--- config.mk ---
export PLATFORM = sky130hd
export DESIGN_NAME = program_loader
export DESIGN_NICKNAME = d
export VERILOG_FILES = /design/src/rtl/loader_pkg.sv /design/src/rtl/program_loader.sv
export SDC_FILE = /design/constraint.sdc
export NUM_CORES = 1
export LEC_CHECK = 0
export ABC_AREA = 1
export ABC_CLOCK_PERIOD_IN_PS = 3500
export BUFFER_PORTS_ARGS = -buffer_cell sky130_fd_sc_hd__buf_4
export CORE_ASPECT_RATIO = 1.25
export CORE_MARGIN = 2
export CORE_UTILIZATION = 45
export CTS_BUF_LIST = sky130_fd_sc_hd__clkbuf_8 sky130_fd_sc_hd__clkbuf_16
export CTS_CLUSTER_DIAMETER = 60
export DETAILED_ROUTE_END_ITERATION = 6
export PLACE_DENSITY = 0.78
export SETUP_SLACK_MARGIN = 0.2
export SLEW_MARGIN = 25
export SYNTH_ARGS = -nofsm -noshare
export SYNTH_HDL_FRONTEND = slang
export SYNTH_SLANG_ARGS = --single-unit
export TNS_END_PERCENT = 1
--- constraint.sdc ---
create_clock -name clk -period 3.5 [get_ports clk]
set_input_delay 0.7 -clock clk [delete_from_list [all_inputs] [get_ports clk]]
set_output_delay 0.7 -clock clk [all_outputs]
set_load 0.02 [all_outputs]
--- src/rtl/loader_pkg.sv ---
// Shared types and defaults for the program loader.
// Holds the FSM state encoding, default widths and the range-check helper.
// No logic of its own; imported by program_loader.
package loader_pkg;

  localparam int LOADER_DATA_WIDTH = 32;
  localparam int LOADER_MEM_ADDR_W = 10;
  localparam int LOADER_CNT_W      = 9;

  typedef enum logic [2:0] {
    IDLE,
    POP,
    CAPTURE,
    WRITE,
    FINISH
  } state_e;

  // True when a load of 'words' words starting at 'base' runs past the end of memory.
  function automatic logic exceeds_memory(input int base, input int words, input int addr_w);
    return (base + 4 * words) > (1 << addr_w);
  endfunction

endpackage

--- src/rtl/program_loader.sv ---
// Copies num_words instruction words from a source FIFO into instruction memory, holding the core meanwhile.
// Latency: 3 cycles per word (POP, CAPTURE, WRITE) plus one FINISH cycle, i.e. 3N+1 cycles from start to done.
// Backpressure: an empty FIFO stalls the POP state indefinitely; no pop is issued while fifo_empty is high.
module program_loader
  import loader_pkg::*;
#(
  parameter int DATA_WIDTH = LOADER_DATA_WIDTH,
  parameter int MEM_ADDR_W = LOADER_MEM_ADDR_W,
  parameter int BASE_ADDR  = 0
) (
  input  logic                    clk,
  input  logic                    rst,
  input  logic                    start,
  input  logic [LOADER_CNT_W-1:0] num_words,
  input  logic                    fifo_empty,
  output logic                    fifo_rd_en,
  input  logic [DATA_WIDTH-1:0]   fifo_rd_data,
  output logic [DATA_WIDTH-1:0]   mem_data_out,
  output logic [MEM_ADDR_W-1:0]   mem_wr_addr,
  output logic                    mem_w_en,
  output logic                    busy,
  output logic                    done,
  output logic                    error,
  output logic                    cpu_hold
);

  state_e                  state_q, state_d;
  logic [LOADER_CNT_W-1:0] index_q, index_d;
  logic [LOADER_CNT_W-1:0] count_q, count_d;
  logic                    fifo_rd_en_q, fifo_rd_en_d;
  logic                    mem_w_en_q, mem_w_en_d;
  logic [DATA_WIDTH-1:0]   mem_data_q, mem_data_d;
  logic [MEM_ADDR_W-1:0]   mem_addr_q, mem_addr_d;
  logic                    busy_q, busy_d;
  logic                    done_q, done_d;
  logic                    error_q, error_d;
  logic                    booted_q, booted_d;
  logic                    cpu_hold_q, cpu_hold_d;

  // Next-state and registered-output computation; fifo_rd_en is decided one edge ahead from fifo_empty
  // so that the pop strobe itself is a flop output and only we ever drain the FIFO.
  always_comb begin
    state_d      = state_q;
    index_d      = index_q;
    count_d      = count_q;
    fifo_rd_en_d = 1'b0;
    mem_w_en_d   = 1'b0;
    mem_data_d   = mem_data_q;
    mem_addr_d   = mem_addr_q;
    done_d       = done_q;
    error_d      = error_q;
    booted_d     = booted_q;

    case (state_q)
      IDLE: begin
        if (start) begin
          done_d  = 1'b0;
          error_d = 1'b0;
          count_d = num_words;
          index_d = '0;
          if (num_words == '0) begin
            state_d = FINISH;
          end else if (exceeds_memory(BASE_ADDR, int'(num_words), MEM_ADDR_W)) begin
            error_d = 1'b1;
          end else begin
            state_d      = POP;
            fifo_rd_en_d = !fifo_empty;
          end
        end
      end
      POP: begin
        // The pop issued during this cycle delivers data in CAPTURE.
        if (fifo_rd_en_q) begin
          state_d = CAPTURE;
        end else begin
          fifo_rd_en_d = !fifo_empty;
        end
      end
      CAPTURE: begin
        mem_data_d = fifo_rd_data;
        mem_addr_d = MEM_ADDR_W'(BASE_ADDR + 4 * int'(index_q));
        mem_w_en_d = 1'b1;
        state_d    = WRITE;
      end
      WRITE: begin
        index_d = index_q + 1'b1;
        if ((index_q + 1'b1) == count_q) begin
          state_d = FINISH;
        end else begin
          state_d      = POP;
          fifo_rd_en_d = !fifo_empty;
        end
      end
      FINISH: begin
        done_d   = 1'b1;
        booted_d = 1'b1;
        state_d  = IDLE;
      end
      default: begin
        state_d = IDLE;
      end
    endcase

    busy_d     = (state_d != IDLE);
    cpu_hold_d = busy_d || !booted_d;
  end

  // State and output registers; reset parks the core in hold with nothing in flight.
  always_ff @(posedge clk or posedge rst) begin
    if (rst) begin
      state_q      <= IDLE;
      index_q      <= '0;
      count_q      <= '0;
      fifo_rd_en_q <= 1'b0;
      mem_w_en_q   <= 1'b0;
      mem_data_q   <= '0;
      mem_addr_q   <= MEM_ADDR_W'(BASE_ADDR);
      busy_q       <= 1'b0;
      done_q       <= 1'b0;
      error_q      <= 1'b0;
      booted_q     <= 1'b0;
      cpu_hold_q   <= 1'b1;
    end else begin
      state_q      <= state_d;
      index_q      <= index_d;
      count_q      <= count_d;
      fifo_rd_en_q <= fifo_rd_en_d;
      mem_w_en_q   <= mem_w_en_d;
      mem_data_q   <= mem_data_d;
      mem_addr_q   <= mem_addr_d;
      busy_q       <= busy_d;
      done_q       <= done_d;
      error_q      <= error_d;
      booted_q     <= booted_d;
      cpu_hold_q   <= cpu_hold_d;
    end
  end

  assign fifo_rd_en   = fifo_rd_en_q;
  assign mem_w_en     = mem_w_en_q;
  assign mem_data_out = mem_data_q;
  assign mem_wr_addr  = mem_addr_q;
  assign busy         = busy_q;
  assign done         = done_q;
  assign error        = error_q;
  assign cpu_hold     = cpu_hold_q;

endmodule

* Yosys cells after proc, flatten, opt, wreduce, memory -nomap -nowiden
Index checks and enable logic that the tools add are counted.
Word-level totals: bits of input ports 45, word-level logic and storage cells 51, flip-flop bits (word level) 68, output and inout port bits 48
Operators by class: order comparisons 1, reduce and logical (&&, ||, !) cells 11, muxes and demuxes 20, add/sub/neg operators 1, equality and inequality tests 6
Operators with widths (count):
- one-hot mux 9 bit (2 select lines) | 1
- 2-to-1 mux 3 bit | 5
- one-hot mux 3 bit (4 select lines) | 1
- > comparator 11 bit (second input constant) | 1
- 2-to-1 mux 1 bit | 10
- adder 9 x 1 -> 9 bit (second input constant) | 1
- == test 9 bit | 1
- logical NOT 9 bit | 1
- 2-to-1 mux 9 bit | 1
- == test 3 x 2 -> 1 bit (second input constant) | 2
- AND reduction 2 bit | 3
- nonzero test 2 bit | 2
- == test 3 x 1 -> 1 bit (second input constant) | 1
- == test 3 bit (second input constant) | 1
- logical NOT 3 bit | 1
- one-hot mux 1 bit (3 select lines) | 1
- nonzero test 3 bit | 1
- logical NOT 1 bit | 2
- inequality test 2 bit (second input constant) | 1
- one-hot mux 1 bit (2 select lines) | 1
- logical OR 1 bit | 1

* Logic depth before layout (Yosys ltp)
word-level depth 7, depth in mapped cells 15, mapped depth without buffers 15

* Worst setup path before layout
OpenSTA, ideal clock, no wires.
path type register to register, start register index_q[0], end register busy_q (netlist: busy), stages on the path, launching flop included 16, period minus slack after synthesis 1723 ps, arrival time 1607 ps, data required time 3384 ps, slack 1777 ps, buffers on the path 0, setup time 116 ps, cell sequence dfrtp_1 > ha_1 > nand2_1 > inv_1 > nor2_1 > inv_1 > nand2_1 > nand2_1 > nor2_1 > nand2_1 > nor2_2 > nand2_1 > nand2_2 > nand3_4 > nor2_2 > inv_1
Between the ends: longest elaborated chain between the ends 5
Ends and longest elaborated chain:
- start, declared | RTL line program_loader.sv:28 | logic [LOADER_CNT_W-1:0] index_q, index_d;
- start signal, assigned | RTL line program_loader.sv:125 | index_q <= index_d;
- adder 9 x 1 -> 9 bit | RTL line program_loader.sv:87 | if ((index_q + 1'b1) == count_q) begin
- == test 9 bit | RTL line program_loader.sv:87
- 2-to-1 mux 3 bit | RTL line program_loader.sv:87
- one-hot mux 3 bit (4 select lines) | RTL line program_loader.sv:54 | case (state_q)
- via state_d[0] | RTL line program_loader.sv:27 | state_e state_q, state_d;
- nonzero test 3 bit | RTL line program_loader.sv:104 | busy_d = (state_d != IDLE);
- via busy_d | RTL line program_loader.sv:34 | logic busy_q, busy_d;
- end signal, assigned | RTL line program_loader.sv:131 | busy_q <= busy_d;
- end, declared | RTL line program_loader.sv:34
The timed path passes the listed nets, and every way through them passes these cells. A chain may end at the register's enable or synchronous reset.

* Worst setup path in the final report
start register state_q[1], end register mem_addr_q[7] (netlist: mem_wr_addr[7])
Between the ends: longest elaborated chain between the ends 1
Ends and longest elaborated chain:
- start, declared | RTL line program_loader.sv:27
- start signal, assigned | RTL line program_loader.sv:124 | state_q <= state_d;
- == test 3 x 2 -> 1 bit | RTL line program_loader.sv:54
- end signal, assigned | RTL line program_loader.sv:117 | mem_addr_q <= MEM_ADDR_W'(BASE_ADDR);
- end signal, assigned | RTL line program_loader.sv:130 | mem_addr_q <= mem_addr_d;
- end, declared | RTL line program_loader.sv:33 | logic [MEM_ADDR_W-1:0] mem_addr_q, mem_addr_d;
Every way passes these cells.

==> run summary <==
Die height -> 96.13 um
Final period util -> 0.6527
Min Tclk post-route -> 2.285 ns
CTS Buffer Depth -> 2
Reg2reg path depth -> 7
TritonCTS clock tree -> built
Outcome -> finished, final reports clean
Die X -> 77.70 um
Top layer in use -> met4
Commonest non-fill, non-tap cells in the layout -> nand2_1, buf_4, dfrtp_1
Commonest non-fill, non-tap cell in the layout -> nand2_1
Final WS setup -> 1.215 ns
Slew margin rel. -> 0.4223
Post-synth EDFFs -> 0
Max-slew violation count -> 0
Multi-input logic area -> 1149 um2
Crit-path max FO -> 35
Worst path arrival time -> 2.53 ns
Layout cells sized above 1 -> 0.2621
Setup Fix Bufs, Post-CTS -> 0
CP startpoint -> state_q[1]$_DFF_PP0_
Startpoint Class -> flip-flop
Num rows -> 33
Crit path to -> mem_wr_addr[7]$_DFFE_PP0P_
DR DRC count -> 0
Depth of the CTS H-tree -> 3
Max Fclk -> 0.4377 GHz
Area fraction of the dominant cell type after synthesis -> 0.5487
Synth area leaders -> dfrtp_1, nand2_1, inv_1, o21ai_0, nand3_1
Die Area -> 7469 um2
Global route overflow -> 0
R2r setup slk -> 1.22 ns
Initial drt markers -> 183
Post-DRT Antenna Nets -> 0
Worst EP required -> 3.75 ns
Asr flop ratio synth -> 1.000
Ant diodes -> 0
DR vias -> 2638
YS warnings -> 0
Critical Path End Type -> flip-flop
Core ar. -> 6565 um2
# resized after CTS -> 0
Met3 wire len -> 301 um
Hold Buf Count CTS -> 0
Num ports -> 93
Clock root buffer -> clkbuf_8
Vias/cell -> 4.677
Final net count -> 518
Cell Area, Synth -> 3055 um2
DP Worst Slack -> 1.216 ns
Worst path max stage delay -> 0.48 ns
R2R Path End -> mem_wr_addr[7]$_DFFE_PP0P_
Initial antenna violation count -> 0
Tot GR Track Use -> 0.1922
Reg clk slew, reported paths -> 0.08 ns
Finish-stage setup viols -> 0
Syn Area/Cell -> 8.083 um2
Pin count of the biggest net entering global routing -> 41
Fillcell total -> 585
R2R Path Start -> state_q[1]$_DFF_PP0_
Vias in the first global route -> 2449
Hpwl dp -> 5055 um
#FFs+latches synth -> 68
Worst VDD drop -> 0.5695 mV
Num CTS Buffers -> 9
DRT met1 WL -> 2888 um
Clk_skew -> 0.01179 ns
Met2 wire length -> 3432 um
Critical path class -> reg2reg
Hold Fails Final Rpt -> 0
LEAKAGE -> 2.177 nW
CP Cell Sequence -> inv_1 > or2_2 > nor2_4 > buf_4 > inv_1 > buf_4 > o21ai_0
Ys flop type -> dfrtp_1
Port bufs -> 90
Post-Syn Instances -> 378
Seq/Total Area, Yosys -> 0.5573
Clock sink count -> 68
DR WL/cell -> 12.06 um
Initial Util -> 0.4654
Final WL -> 6801 um
First-pass GRT wire length -> 11110 um
Hold WC Path Type -> reg2reg
GP Congestion -> 0.9432
CP max stage cell -> inv_1
Setup tns final -> 0 ns
Max_cap viols -> 0
PwrDens -> 826.9 nW/um2
Layout area overhead -> 31.37%
FF/Latch Area -> 1703 um2
Worst-Margin Slew -> 0.8655 ns
RSZ-0062 raised after global routing -> false
TritonRoute pass-1 iters -> 4
Post-synth top area cell -> dfrtp_1
Latest clock arrival within the worst-skew pair -> 0.34 ns
Unique masters post-synth -> 29
==> Yosys cell counts, types with 4 or more instances <==
master and n:
o21ai_0 22, nand2_2 4, clkbuf_1 6, nand3_1 20, o22ai_1 5, nand4_1 4
inv_1 38, nor2_1 16, nor2_2 4, nand2_1 167, dfrtp_1 67
==> where the power goes <==
part           switching [W]  internal (W)
Combinational       0.000840      0.000553
Sequential          0.000198       0.00108
Clock               0.000296      0.000348
Total                0.00133       0.00199
==> metrics by stage <==
step	hold slack (ns)	utilization	power, W	std cells	instance area, um2
final	0.4747	0.6114	0.003319	564	4014
after global routing	0.4976	0.6114	0.003574	564	4014
after global placement	0.4482	0.5807	0.002661	548	3812
after detailed placement	0.4601	0.5807	0.002698	548	3812
after floorplan	0.4288	-	0.002140	379	3059
after CTS	0.4803	0.6114	0.003348	564	4014
==> area by class of cell <==
class | count | share of cell area
sequential | 68 | 0.4243
timing repair buffer | 94 | 0.1758
multi-input combinational | 260 | 0.2862
clock inverter | 6 | 0.01590
tap | 87 | 0.02712
inverter | 39 | 0.03647
clock buffer | 10 | 0.03429
==> kinds of logic after synthesis <==
kind of cell    share of synthesized area
buf+inv                           0.06797
simple gates                       0.3120
fa+ha+maj                        0.004094
xor+xnor                         0.005734
other cells                      0.001227
compound gates                    0.05160
flops                              0.5573
==> layer usage <==
layer	vias up	track usage
met2	70	0.3204
met1	1206	0.2356
met5	-	0
li1	1347	-
met4	0	0.1071
met3	15	0.03752
==> flip-flops by register name (all words and copies together) (netlist names) <==
register	cells
index_q	9
booted_q	1
mem_wr_addr	8
done	1
mem_data_out	32
fifo_rd_en	1
cpu_hold	1
state_q	3
busy	1
count_q	9
error	1
mem_w_en	1
==> how the worst min path moves through the flow <==
| stage | startpoint | end | cells past startpoint |
|---|---|---|---|
| after floorplan | booted_q$_DFF_PP0_ | booted_q$_DFF_PP0_ | 2 |
| after global placement | booted_q$_DFF_PP0_ | booted_q$_DFF_PP0_ | 2 |
| after detailed placement | mem_data_out[8]$_DFFE_PP0P_ | mem_data_out[8]$_DFFE_PP0P_ | 2 |
| after CTS | mem_data_out[8]$_DFFE_PP0P_ | mem_data_out[8]$_DFFE_PP0P_ | 2 |
| after global routing | mem_data_out[23]$_DFFE_PP0P_ | mem_data_out[23]$_DFFE_PP0P_ | 2 |
| final | mem_data_out[8]$_DFFE_PP0P_ | mem_data_out[8]$_DFFE_PP0P_ | 2 |
==> worst max-delay path: cells and delay by family (launching register included) <==
family | cells | cell delay, ns
buf+inv | 4 | 1.22
simple gates | 2 | 0.39
flops | 1 | 0.37
compound gates | 1 | 0.19
Power figures use the tool's default switching activity.
